==> src/rtl/voq_sched_pkg.sv <==
// Shared types and constants for the VOQ crossbar scheduler.
//   port_idx_t    : port index type for the default 4-port build
//   sched_state_e : scheduler FSM states
//   SCHED_FIXED / SCHED_RR : values of rr_mode
package voq_sched_pkg;

  localparam int unsigned N_PORT_DEF = 4;
  localparam int unsigned PTR_W_DEF  = $clog2(N_PORT_DEF);

  typedef logic [PTR_W_DEF-1:0] port_idx_t;

  typedef enum logic [1:0] {
    ST_IDLE   = 2'd0,
    ST_ASSIGN = 2'd1,
    ST_COMMIT = 2'd2
  } sched_state_e;

  localparam logic SCHED_FIXED = 1'b0;
  localparam logic SCHED_RR    = 1'b1;

endpackage

==> src/rtl/voq_xbar_sched_if.sv <==
// Request/result bundle between the VOQ ingress blocks and the scheduler.
//   master : ingress side (drives requests, consumes results)
//   slave  : scheduler side
interface voq_xbar_sched_if #(
  parameter int unsigned N_PORT = 4,
  parameter int unsigned PTR_W  = $clog2(N_PORT)
);
  logic                       rr_mode;
  logic                       sched_en;
  logic [N_PORT-1:0]          is_busy;
  logic [N_PORT*PTR_W-1:0]    busy_voq_num;
  logic [N_PORT*N_PORT-1:0]   voq_empty;
  logic [N_PORT-1:0]          sched_sel_en;
  logic [N_PORT*PTR_W-1:0]    sched_sel;
  logic                       sched_done;
  logic                       sched_active;

  modport master (
    output rr_mode, sched_en, is_busy, busy_voq_num, voq_empty,
    input  sched_sel_en, sched_sel, sched_done, sched_active
  );

  modport slave (
    input  rr_mode, sched_en, is_busy, busy_voq_num, voq_empty,
    output sched_sel_en, sched_sel, sched_done, sched_active
  );
endinterface

==> src/rtl/rr_first_avail.sv <==
// Rotating priority encoder: first set bit of i_req at or after i_start,
// wrapping modulo N_PORT.
//   i_req      : request vector
//   i_start    : index where the search begins
//   o_found_c  : some request was found
//   o_idx_c    : index of the first request found (0 when none)
module rr_first_avail #(
  parameter int unsigned N_PORT = 4,
  parameter int unsigned PTR_W  = $clog2(N_PORT)
) (
  input  logic [N_PORT-1:0] i_req,
  input  logic [PTR_W-1:0]  i_start,
  output logic              o_found_c,
  output logic [PTR_W-1:0]  o_idx_c
);

  logic [PTR_W-1:0] w_idx;

  // Power-of-two N_PORT lets the PTR_W-bit add wrap for free.
  always_comb begin
    o_found_c = 1'b0;
    o_idx_c   = '0;
    w_idx     = '0;
    for (int k = 0; k < N_PORT; k++) begin
      w_idx = i_start + PTR_W'(k);
      if (!o_found_c && i_req[w_idx]) begin
        o_found_c = 1'b1;
        o_idx_c   = w_idx;
      end
    end
  end

endmodule

==> src/rtl/voq_xbar_sched.sv <==
// N-port round-robin / fixed-priority crossbar scheduler. Per epoch it
// assigns at most one egress to each ingress with no egress granted twice;
// busy ingresses keep their current egress.
//   clk, reset : clock, synchronous active-high reset
//   sched_if   : slave side of voq_xbar_sched_if (requests in, grants out)
module voq_xbar_sched
  import voq_sched_pkg::*;
#(
  parameter int unsigned N_PORT = 4
) (
  input logic              clk,
  input logic              reset,
  voq_xbar_sched_if.slave  sched_if
);

  localparam int unsigned PTR_W = $clog2(N_PORT);
  localparam int unsigned LAST  = N_PORT - 1;

  sched_state_e            r_state;
  logic [PTR_W-1:0]        r_step, r_cur, r_start;
  logic [PTR_W-1:0]        r_ptr      [N_PORT];
  logic [PTR_W-1:0]        r_busy_num [N_PORT];
  logic [PTR_W-1:0]        r_wsel     [N_PORT];
  logic [N_PORT-1:0]       r_empty    [N_PORT];
  logic [N_PORT-1:0]       r_taken, r_busy, r_wen, r_sel_en;
  logic [N_PORT*PTR_W-1:0] r_sel;
  logic                    r_rr, r_done, r_active;

  logic [N_PORT-1:0]       w_taken_init, w_req;
  logic [PTR_W-1:0]        w_search_start, w_hit_idx;
  logic                    w_hit, w_busy_conflict;

  // Egresses held by busy ports are reserved before any search runs.
  always_comb begin
    w_taken_init    = '0;
    w_busy_conflict = 1'b0;
    for (int i = 0; i < N_PORT; i++) begin
      if (sched_if.is_busy[i]) begin
        if (w_taken_init[sched_if.busy_voq_num[i*PTR_W +: PTR_W]])
          w_busy_conflict = 1'b1;
        w_taken_init[sched_if.busy_voq_num[i*PTR_W +: PTR_W]] = 1'b1;
      end
    end
  end

  assign w_req          = ~r_empty[r_cur] & ~r_taken;
  assign w_search_start = (r_rr == SCHED_RR) ? r_ptr[r_cur] : '0;

  rr_first_avail #(.N_PORT(N_PORT), .PTR_W(PTR_W)) u_first_avail (
    .i_req     (w_req),
    .i_start   (w_search_start),
    .o_found_c (w_hit),
    .o_idx_c   (w_hit_idx)
  );

  // Scheduler FSM: snapshot in IDLE, one ingress per ASSIGN cycle, publish in COMMIT.
  always_ff @(posedge clk) begin
    if (reset) begin
      r_state  <= ST_IDLE;
      r_step   <= '0;
      r_cur    <= '0;
      r_start  <= '0;
      r_taken  <= '0;
      r_busy   <= '0;
      r_wen    <= '0;
      r_sel_en <= '0;
      r_sel    <= '0;
      r_rr     <= 1'b0;
      r_done   <= 1'b0;
      r_active <= 1'b0;
      for (int i = 0; i < N_PORT; i++) begin
        r_ptr[i]      <= '0;
        r_busy_num[i] <= '0;
        r_wsel[i]     <= '0;
        r_empty[i]    <= '0;
      end
    end else begin
      r_done <= 1'b0;
      case (r_state)
        ST_IDLE: begin
          if (sched_if.sched_en) begin
            // Two busy ports on one egress is an upstream protocol violation.
            assert (!w_busy_conflict);
            r_busy   <= sched_if.is_busy;
            r_rr     <= sched_if.rr_mode;
            for (int i = 0; i < N_PORT; i++) begin
              r_busy_num[i] <= sched_if.busy_voq_num[i*PTR_W +: PTR_W];
              r_empty[i]    <= sched_if.voq_empty[i*N_PORT +: N_PORT];
            end
            r_sel_en <= '0;
            r_step   <= '0;
            r_cur    <= (sched_if.rr_mode == SCHED_RR) ? r_start : '0;
            r_taken  <= w_taken_init;
            r_active <= 1'b1;
            r_state  <= ST_ASSIGN;
          end
        end
        ST_ASSIGN: begin
          if (r_busy[r_cur]) begin
            r_wen[r_cur]  <= 1'b1;
            r_wsel[r_cur] <= r_busy_num[r_cur];
          end else if (w_hit) begin
            r_taken[w_hit_idx] <= 1'b1;
            r_wen[r_cur]       <= 1'b1;
            r_wsel[r_cur]      <= w_hit_idx;
            if (r_rr == SCHED_RR) r_ptr[r_cur] <= w_hit_idx + PTR_W'(1);
          end else begin
            r_wen[r_cur]  <= 1'b0;
            r_wsel[r_cur] <= '0;
          end
          r_cur  <= r_cur + PTR_W'(1);
          r_step <= r_step + PTR_W'(1);
          if (r_step == PTR_W'(LAST)) r_state <= ST_COMMIT;
        end
        ST_COMMIT: begin
          r_sel_en <= r_wen;
          for (int i = 0; i < N_PORT; i++) r_sel[i*PTR_W +: PTR_W] <= r_wsel[i];
          r_done   <= 1'b1;
          r_active <= 1'b0;
          if (r_rr == SCHED_RR) r_start <= r_start + PTR_W'(1);
          r_state  <= ST_IDLE;
        end
        default: r_state <= ST_IDLE;
      endcase
    end
  end

  assign sched_if.sched_sel_en = r_sel_en;
  assign sched_if.sched_sel    = r_sel;
  assign sched_if.sched_done   = r_done;
  assign sched_if.sched_active = r_active;

endmodule
==> src/flat_wrapper.sv <==
// flat-port wrapper written by rule: the top's interface ports become plain ports
module voq_xbar_sched_flat import voq_sched_pkg::*;
#(
  parameter int unsigned N_PORT = 4
)
  (clk, reset, sched_if_rr_mode, sched_if_sched_en, sched_if_is_busy, sched_if_busy_voq_num, sched_if_voq_empty, sched_if_sched_sel_en, sched_if_sched_sel, sched_if_sched_done, sched_if_sched_active);
  voq_xbar_sched_if #(.N_PORT(N_PORT)) sched_if_i ();
  input logic clk;
  input logic reset;
  input wire logic [$bits(sched_if_i.rr_mode)-1:0] sched_if_rr_mode;
  input wire logic [$bits(sched_if_i.sched_en)-1:0] sched_if_sched_en;
  input wire logic [$bits(sched_if_i.is_busy)-1:0] sched_if_is_busy;
  input wire logic [$bits(sched_if_i.busy_voq_num)-1:0] sched_if_busy_voq_num;
  input wire logic [$bits(sched_if_i.voq_empty)-1:0] sched_if_voq_empty;
  output wire logic [$bits(sched_if_i.sched_sel_en)-1:0] sched_if_sched_sel_en;
  output wire logic [$bits(sched_if_i.sched_sel)-1:0] sched_if_sched_sel;
  output wire logic [$bits(sched_if_i.sched_done)-1:0] sched_if_sched_done;
  output wire logic [$bits(sched_if_i.sched_active)-1:0] sched_if_sched_active;
  assign sched_if_i.rr_mode = sched_if_rr_mode;
  assign sched_if_i.sched_en = sched_if_sched_en;
  assign sched_if_i.is_busy = sched_if_is_busy;
  assign sched_if_i.busy_voq_num = sched_if_busy_voq_num;
  assign sched_if_i.voq_empty = sched_if_voq_empty;
  assign sched_if_sched_sel_en = sched_if_i.sched_sel_en;
  assign sched_if_sched_sel = sched_if_i.sched_sel;
  assign sched_if_sched_done = sched_if_i.sched_done;
  assign sched_if_sched_active = sched_if_i.sched_active;
  voq_xbar_sched #(.N_PORT(N_PORT)) u_core (.clk(clk), .reset(reset), .sched_if(sched_if_i));
endmodule
==> config.mk <==
export PLATFORM = sky130hd
export DESIGN_NAME = voq_xbar_sched_flat
export DESIGN_NICKNAME = d
export VERILOG_FILES = /design/src/rtl/voq_sched_pkg.sv /design/src/rtl/voq_xbar_sched_if.sv /design/src/rtl/rr_first_avail.sv /design/src/rtl/voq_xbar_sched.sv /design/src/flat_wrapper.sv
export SDC_FILE = /design/constraint.sdc
export NUM_CORES = 1
export LEC_CHECK = 0
export CORE_ASPECT_RATIO = 1.75
export CORE_MARGIN = 3
export CORE_UTILIZATION = 35
export CTS_CLUSTER_SIZE = 10
export DETAILED_ROUTE_END_ITERATION = 10
export DONT_BUFFER_PORTS = 1
export GPL_TIMING_DRIVEN = 0
export PLACE_DENSITY = 0.5
export SKIP_CTS_REPAIR_TIMING = 1
export SYNTH_ARGS = -nofsm -noshare
export SYNTH_HDL_FRONTEND = slang
export SYNTH_SLANG_ARGS = --single-unit
export TNS_END_PERCENT = 100
==> constraint.sdc <==
create_clock -name clk -period 4.6 [get_ports clk]
set_input_delay 0.69 -clock clk [delete_from_list [all_inputs] [get_ports clk]]
set_output_delay 0.69 -clock clk [all_outputs]
set_load 0.01 [all_outputs]
==> After elaboration in Yosys (flattened, before gate mapping) <==
Memories as Yosys holds them, arrays and structs flattened. A register that Yosys moved wholly into a read port is not among the register bits.
Index checks and enable logic that the tools add are counted.
{ "totals": {"wordCells": 190, "latchBits": 0, "n_memories": 4, "output_inout_bits": 14, "in_bits": 32, "ff_bits": 27, "mem_bits_ro": 0, "ramBits": 40} }
{ "mem_list": {"columns": ["name", "depth", "word_bits", "rd", "rd_ports_with_merged_regs", "wr", "line", "source"], "rows": [
  ["u_core.r_empty", 4, 4, 1, 1, 4, "voq_xbar_sched.sv:24", "logic [N_PORT-1:0] r_empty [N_PORT];"],
  ["u_core.r_busy_num", 4, 2, 1, 1, 4, "voq_xbar_sched.sv:22", "logic [PTR_W-1:0] r_busy_num [N_PORT];"],
  ["u_core.r_ptr", 4, 2, 1, 1, 4, "voq_xbar_sched.sv:21", "logic [PTR_W-1:0] r_ptr [N_PORT];"],
  ["u_core.r_wsel", 4, 2, 4, 4, 4, "voq_xbar_sched.sv:23", "logic [PTR_W-1:0] r_wsel [N_PORT];"]
]} }
{ "classes": {"n_lt_le_gt_ge": 16, "addsub": 7, "n_reduce_logical": 23, "mul": 0, "n_bitwise": 20, "n_shift": 0, "mux": 102, "n_div": 0, "eq_ne": 7} }
{ "ops": {"columns": ["operator", "n"], "rows": [
  ["2-to-1 mux 4 bit", 14],
  ["2-to-1 mux 2 bit", 26],
  ["2-to-1 mux 1 bit", 45],
  ["less-than comparator 2 x 3 -> 1 bit (second input constant)", 10],
  ["bitwise OR 4 bit", 5],
  ["case mux 4 bit (2 select lines)", 2],
  ["demux 1 bit (select 2 bit)", 6],
  ["greater-or-equal comparator 2 x 1 -> 1 bit (second input constant)", 6],
  ["inverter 4 bit", 3],
  ["case mux 2 bit (2 select lines)", 3],
  ["adder 2 x 1 -> 2 bit (second input constant)", 5],
  ["binary-select mux 1 bit (select 2 bit)", 5],
  ["bitwise OR 1 bit", 10],
  ["AND reduction 2 bit", 5],
  ["logical AND 1 bit", 9],
  ["AND 4 bit", 2],
  ["inequality test 2 bit (second input constant)", 3],
  ["adder 2 bit (second input constant)", 2],
  ["== test 2 bit (second input constant)", 2],
  ["AND reduction 4 bit", 1],
  ["nonzero test 2 bit", 2],
  ["OR reduction 2 bit", 2],
  ["logical NOT 1 bit", 3],
  ["== test 2 x 1 -> 1 bit (second input constant)", 1],
  ["other kinds (3)", 3]
]} }

==> Depth between registers and ports, before layout <==
{ "depth": {"depth_word": 23, "mapped_depth": 12, "depth_no_buf": 10} }

==> Cells and area by module <==
Synthesis repeated with hierarchy kept, for this count alone.
{ "hier_totals": {"hier_cells": 330, "area_unflattened_um2": 3507.1} }
{ "by_module_without_submodules": {"columns": ["module", "area_each_um2", "cells_per_inst", "n_inst", "seq_area_each_um2"], "rows": [
  ["voq_xbar_sched", 3429.5, 315, 1, 1941.9],
  ["rr_first_avail", 77.6, 15, 1, 0.0]
]} }

==> Worst setup path after synthesis <==
OpenSTA, ideal clock, no wires.
{ "synth_path": {"path_kind": "register to register", "from": "reg (tool-made name)", "to": "mem u_core.r_ptr[0][1] (netlist bit), data pin", "setup_time_ps": 177, "synth_period_minus_slack_ps": 2635, "stages_incl_launch_ff": 11, "arrival_time_ps": 2458, "path_buffers": 2, "path_slack_ps": 1965, "cell_sequence": "dfxtp_1 > buf_6 > mux4_2 > or2_0 > buf_2 > and4_1 > o21ai_2 > nand3_1 > inv_1 > ha_1 > nor4_1"} }
{ "synth_rtl": {"columns": ["item", "line"], "rows": [
  ["to (decl)", "voq_xbar_sched.sv:21"]
]} }

==> out/summary.txt <==
Worst Skew -> 5.732 ps
Post-Layout Cell Count -> 494
PwrDens -> 442.0 mW/mm^2
syn nets -> 392
share of layout cells above drive strength 1 -> 9.809%
DIE HEIGHT -> 142.9 um
hold path endpoint -> u_core.r_busy[2]
Post-synth EDFFs -> 40
Hold Path Origin -> u_core.r_busy[2]
Internal -> 1.425 mW
max-cap viol count -> 0
fraction of power spent switching nets -> 24.48%
CP Max Fanout -> 7
antenna-violating nets left -> 0
Avg Cell Area, Syn -> 10.68 sq um
register-to-register setup slack -> 1540 ps
sequential power share -> 41.9%
Setup TNS -> 0 ps
actual slew at the worst max-slew pin -> 1089 ps
Seq cells post-synth -> 77
Worst Hold Path Cells -> 2
Inst Count DP -> 478
total track usage -> 14.80%
CTS tree -> yes
post-synth cell types -> 53
total grt overflow -> 0
Worst-Skew Late Latency -> 330 ps
Pins Over Slew Limit -> 0
worst hold path class -> reg2reg
total number of vias -> 2603
Residual DRC -> 0
relative slew slack -> 27.43%
fmax -> 0.3264 GHz
Port Buffers -> 0
Syn. warnings -> 0
CP Class -> reg2reg
H-tree depth -> 3
largest net degree at the start of global routing -> 25
status -> complete, no violations
io pins -> 46
Top delay family on crit path -> multiplexers
Bufs and invs on worst path -> 1
NumNets Final -> 403
crit path launch type -> flip-flop
cell depth of the worst flop-to-flop path -> 8
ant diodes -> 0
reg2reg end -> u_core.r_ptr[0][1]
die width -> 84.22 um
NetSw -> 0.4619 mW
initial antenna violation count -> 0
top_reg_cell synth -> edfxtp_1
Worst path max stage delay -> 650 ps
CTS Buf Count -> 9
Max Buffers Root-to-Sink -> 2
vias in the first global route -> 2690
starting density of the core -> 36.17%
DIE AREA -> 0.01203 sq mm
Peak supply drop -> 0.2261 mV
critical-path cell list -> xor2_1 -> mux4_1 -> a2111oi_2 -> a41oi_1 -> nand3_1 -> inv_1 -> ha_1 -> nor4_1
unrepaired setup endpoints after global routing -> no
Post-Syn Instances -> 351
final RePlAce weighted congestion -> 0.8420
Period minus WS final -> 3064 ps
Async SR Flop Fraction -> 0%
crit path DAT -> 3200 ps
wire length per cell -> 17.28 um
Core Box Area -> 0.01036 sq mm
FP Rows -> 49
Vias/cell -> 5.269
Final setup viols -> 0
logic gate share of total power -> 14.2%
Hold Fails Final Rpt -> 0
crit path from -> u_core.r_ptr[0][0]
final core occ -> 41.20%
Crit-path slowest cell -> mux4_1
Critical R2R Launch -> u_core.r_ptr[0][0]
Root Buffer -> clkbuf_16
first-pass GRT wire length -> 13.52 mm
Post-Syn Area -> 0.003747 sq mm
drt total wl -> 8.537 mm
Clock Power Share -> 43.9%
clk sinks -> 77
clock-pin slew on the worst setup and hold paths -> 60 ps
Synth-to-Final Area Change -> 13.92%
CP required -> 4740 ps
Final period util -> 66.61%
Crit. End Element -> flip-flop
sequential element share of the synthesized area -> 51.82%
Detail Placement HPWL -> 6.569 mm
first-pass detailed-route iteration total -> 4
initial DRC count -> 130
Leak -> 1.494 nW
[placed cells by master (no fill, tap or decap), types with 11 or more instances in the layout]
cell / count
a21oi_1: 30
and2_1: 26
clkbuf_1: 19
clkbuf_16: 11
dfxtp_1: 37
edfxtp_1: 40
nand2_1: 46
nand3_1: 13
nor2_1: 20
[metal layers]
metal	vias to the layer above	GRT usage, %	wire [um]
li1	1299	-	-
met1	1233	14.19	3187
met2	60	28.81	4798
met3	11	3.753	366
met4	0	6.949	185
met5	-	0	0
[synthesized netlist by cell type (2+ instances only)]
library cell,n,area share (%)
nand2_1,46,4.6
nor3b_1,4,0.80
mux4_1,4,2.8
inv_1,6,0.60
a221oi_1,2,0.47
nand3_1,13,1.7
nand3b_1,4,0.80
a211oi_1,5,1.0
nor3_1,8,1.1
a31oi_1,3,0.50
o22ai_1,3,0.50
a211oi_2,2,0.67
o21ai_0,6,0.80
nand2b_1,9,1.5
buf_4,2,0.40
nor2b_1,2,0.33
o21bai_1,4,0.80
edfxtp_1,40,32
clkbuf_1,19,1.9
nor2_1,20,2.0
dfxtp_1,37,20
xor2_1,6,1.4
o211ai_1,3,0.60
ha_1,9,3.0
a311oi_1,7,1.6
mux4_2,6,3.6
a21oi_1,30,4.0
and2_1,26,4.3
[worst reg2reg max path: cells and delay by family, from the launching register on]
kind                       cells  cell delay [ps]
xor gates and xnor gates       1              180
AOI/OAI and AO/OA              2              520
muxes                          1              650
DFF                            1              420
adders and majority gates      1              390
buffers and inverters          1              120
and+or+nand+nor                2              590
[how the worst max path moves through the flow]
stage / to / cells after the start / slack, ps
after global routing: u_core.r_ptr[0][1] / 10 / 1310
after detailed placement: u_core.r_ptr[0][1] / 10 / 1530
after floorplan: u_core.r_ptr[0][1] / 10 / 1970
after global placement: u_core.r_ptr[0][1] / 8 / 1560
after CTS: u_core.r_ptr[0][1] / 10 / 1500
final: u_core.r_ptr[0][1] / 8 / 1540
[power groups by stage]
| stage | sequential [mW] | clock, mW | combinational (mW) |
|---|---|---|---|
| finish | 0.790 | 0.828 | 0.269 |
| global route | 0.795 | 0.869 | 0.300 |
| CTS | 0.791 | 0.846 | 0.274 |
| detailed placement | 0.806 | 0 | 0.273 |
| global placement | 0.805 | 0 | 0.271 |
| floorplan | 0.798 | 0 | 0.204 |
[state kept, by name (all words and copies together) (netlist names), named ones only]
| signal | cells |
|---|---|
| u_core.r_empty | 16 |
| sched_if_sched_sel | 8 |
| u_core.r_busy_num | 8 |
| u_core.r_ptr | 8 |
| u_core.r_wsel | 8 |
| u_core.r_busy | 4 |
| u_core.r_taken | 4 |
| u_core.sched_if.sched_sel_en | 4 |
| u_core.r_cur | 2 |
| u_core.r_start | 2 |
| u_core.r_state | 2 |
| u_core.r_step | 2 |
| u_core.r_rr | 1 |
| u_core.sched_if.sched_active | 1 |
| u_core.sched_if.sched_done | 1 |
[logic make-up (layout without fill, tap and decap cells)]
logic type | count (synthesis) | in the layout | synth area share (%)
AND/OR/NAND/NOR | 142 | 142 | 19.20
AO/OA/AOI/OAI | 77 | 77 | 14.56
flip-flops | 77 | 77 | 51.82
buffers and inverters | 29 | 45 | 3.339
multiplexers | 11 | 11 | 6.678
adder cells (fa/ha/maj) | 9 | 9 | 3.005
XOR/XNOR | 6 | 6 | 1.402
[stage by stage]
step	power, mW	instance area (sq um)	hold slack, ps	setup slack, ps
after global placement	1.075	3906	442.1	1557
after global routing	1.964	4269	481.8	1309
final	1.887	4269	453.8	1536
after floorplan	1.002	3747	431.6	1965
after detailed placement	1.079	3906	447.0	1531
after CTS	1.911	4269	454.9	1504
[layout make-up]
class,instances,area [sq um]
tap,127,158.9
sequential,77,1942
clock inverter,4,73.82
clock buffer,12,289.0
fill,1010,6092
multi-input combinational,245,1680
buffer,23,102.6
inverter,6,22.52
Note: power is estimated with default switching activity, not from simulation.
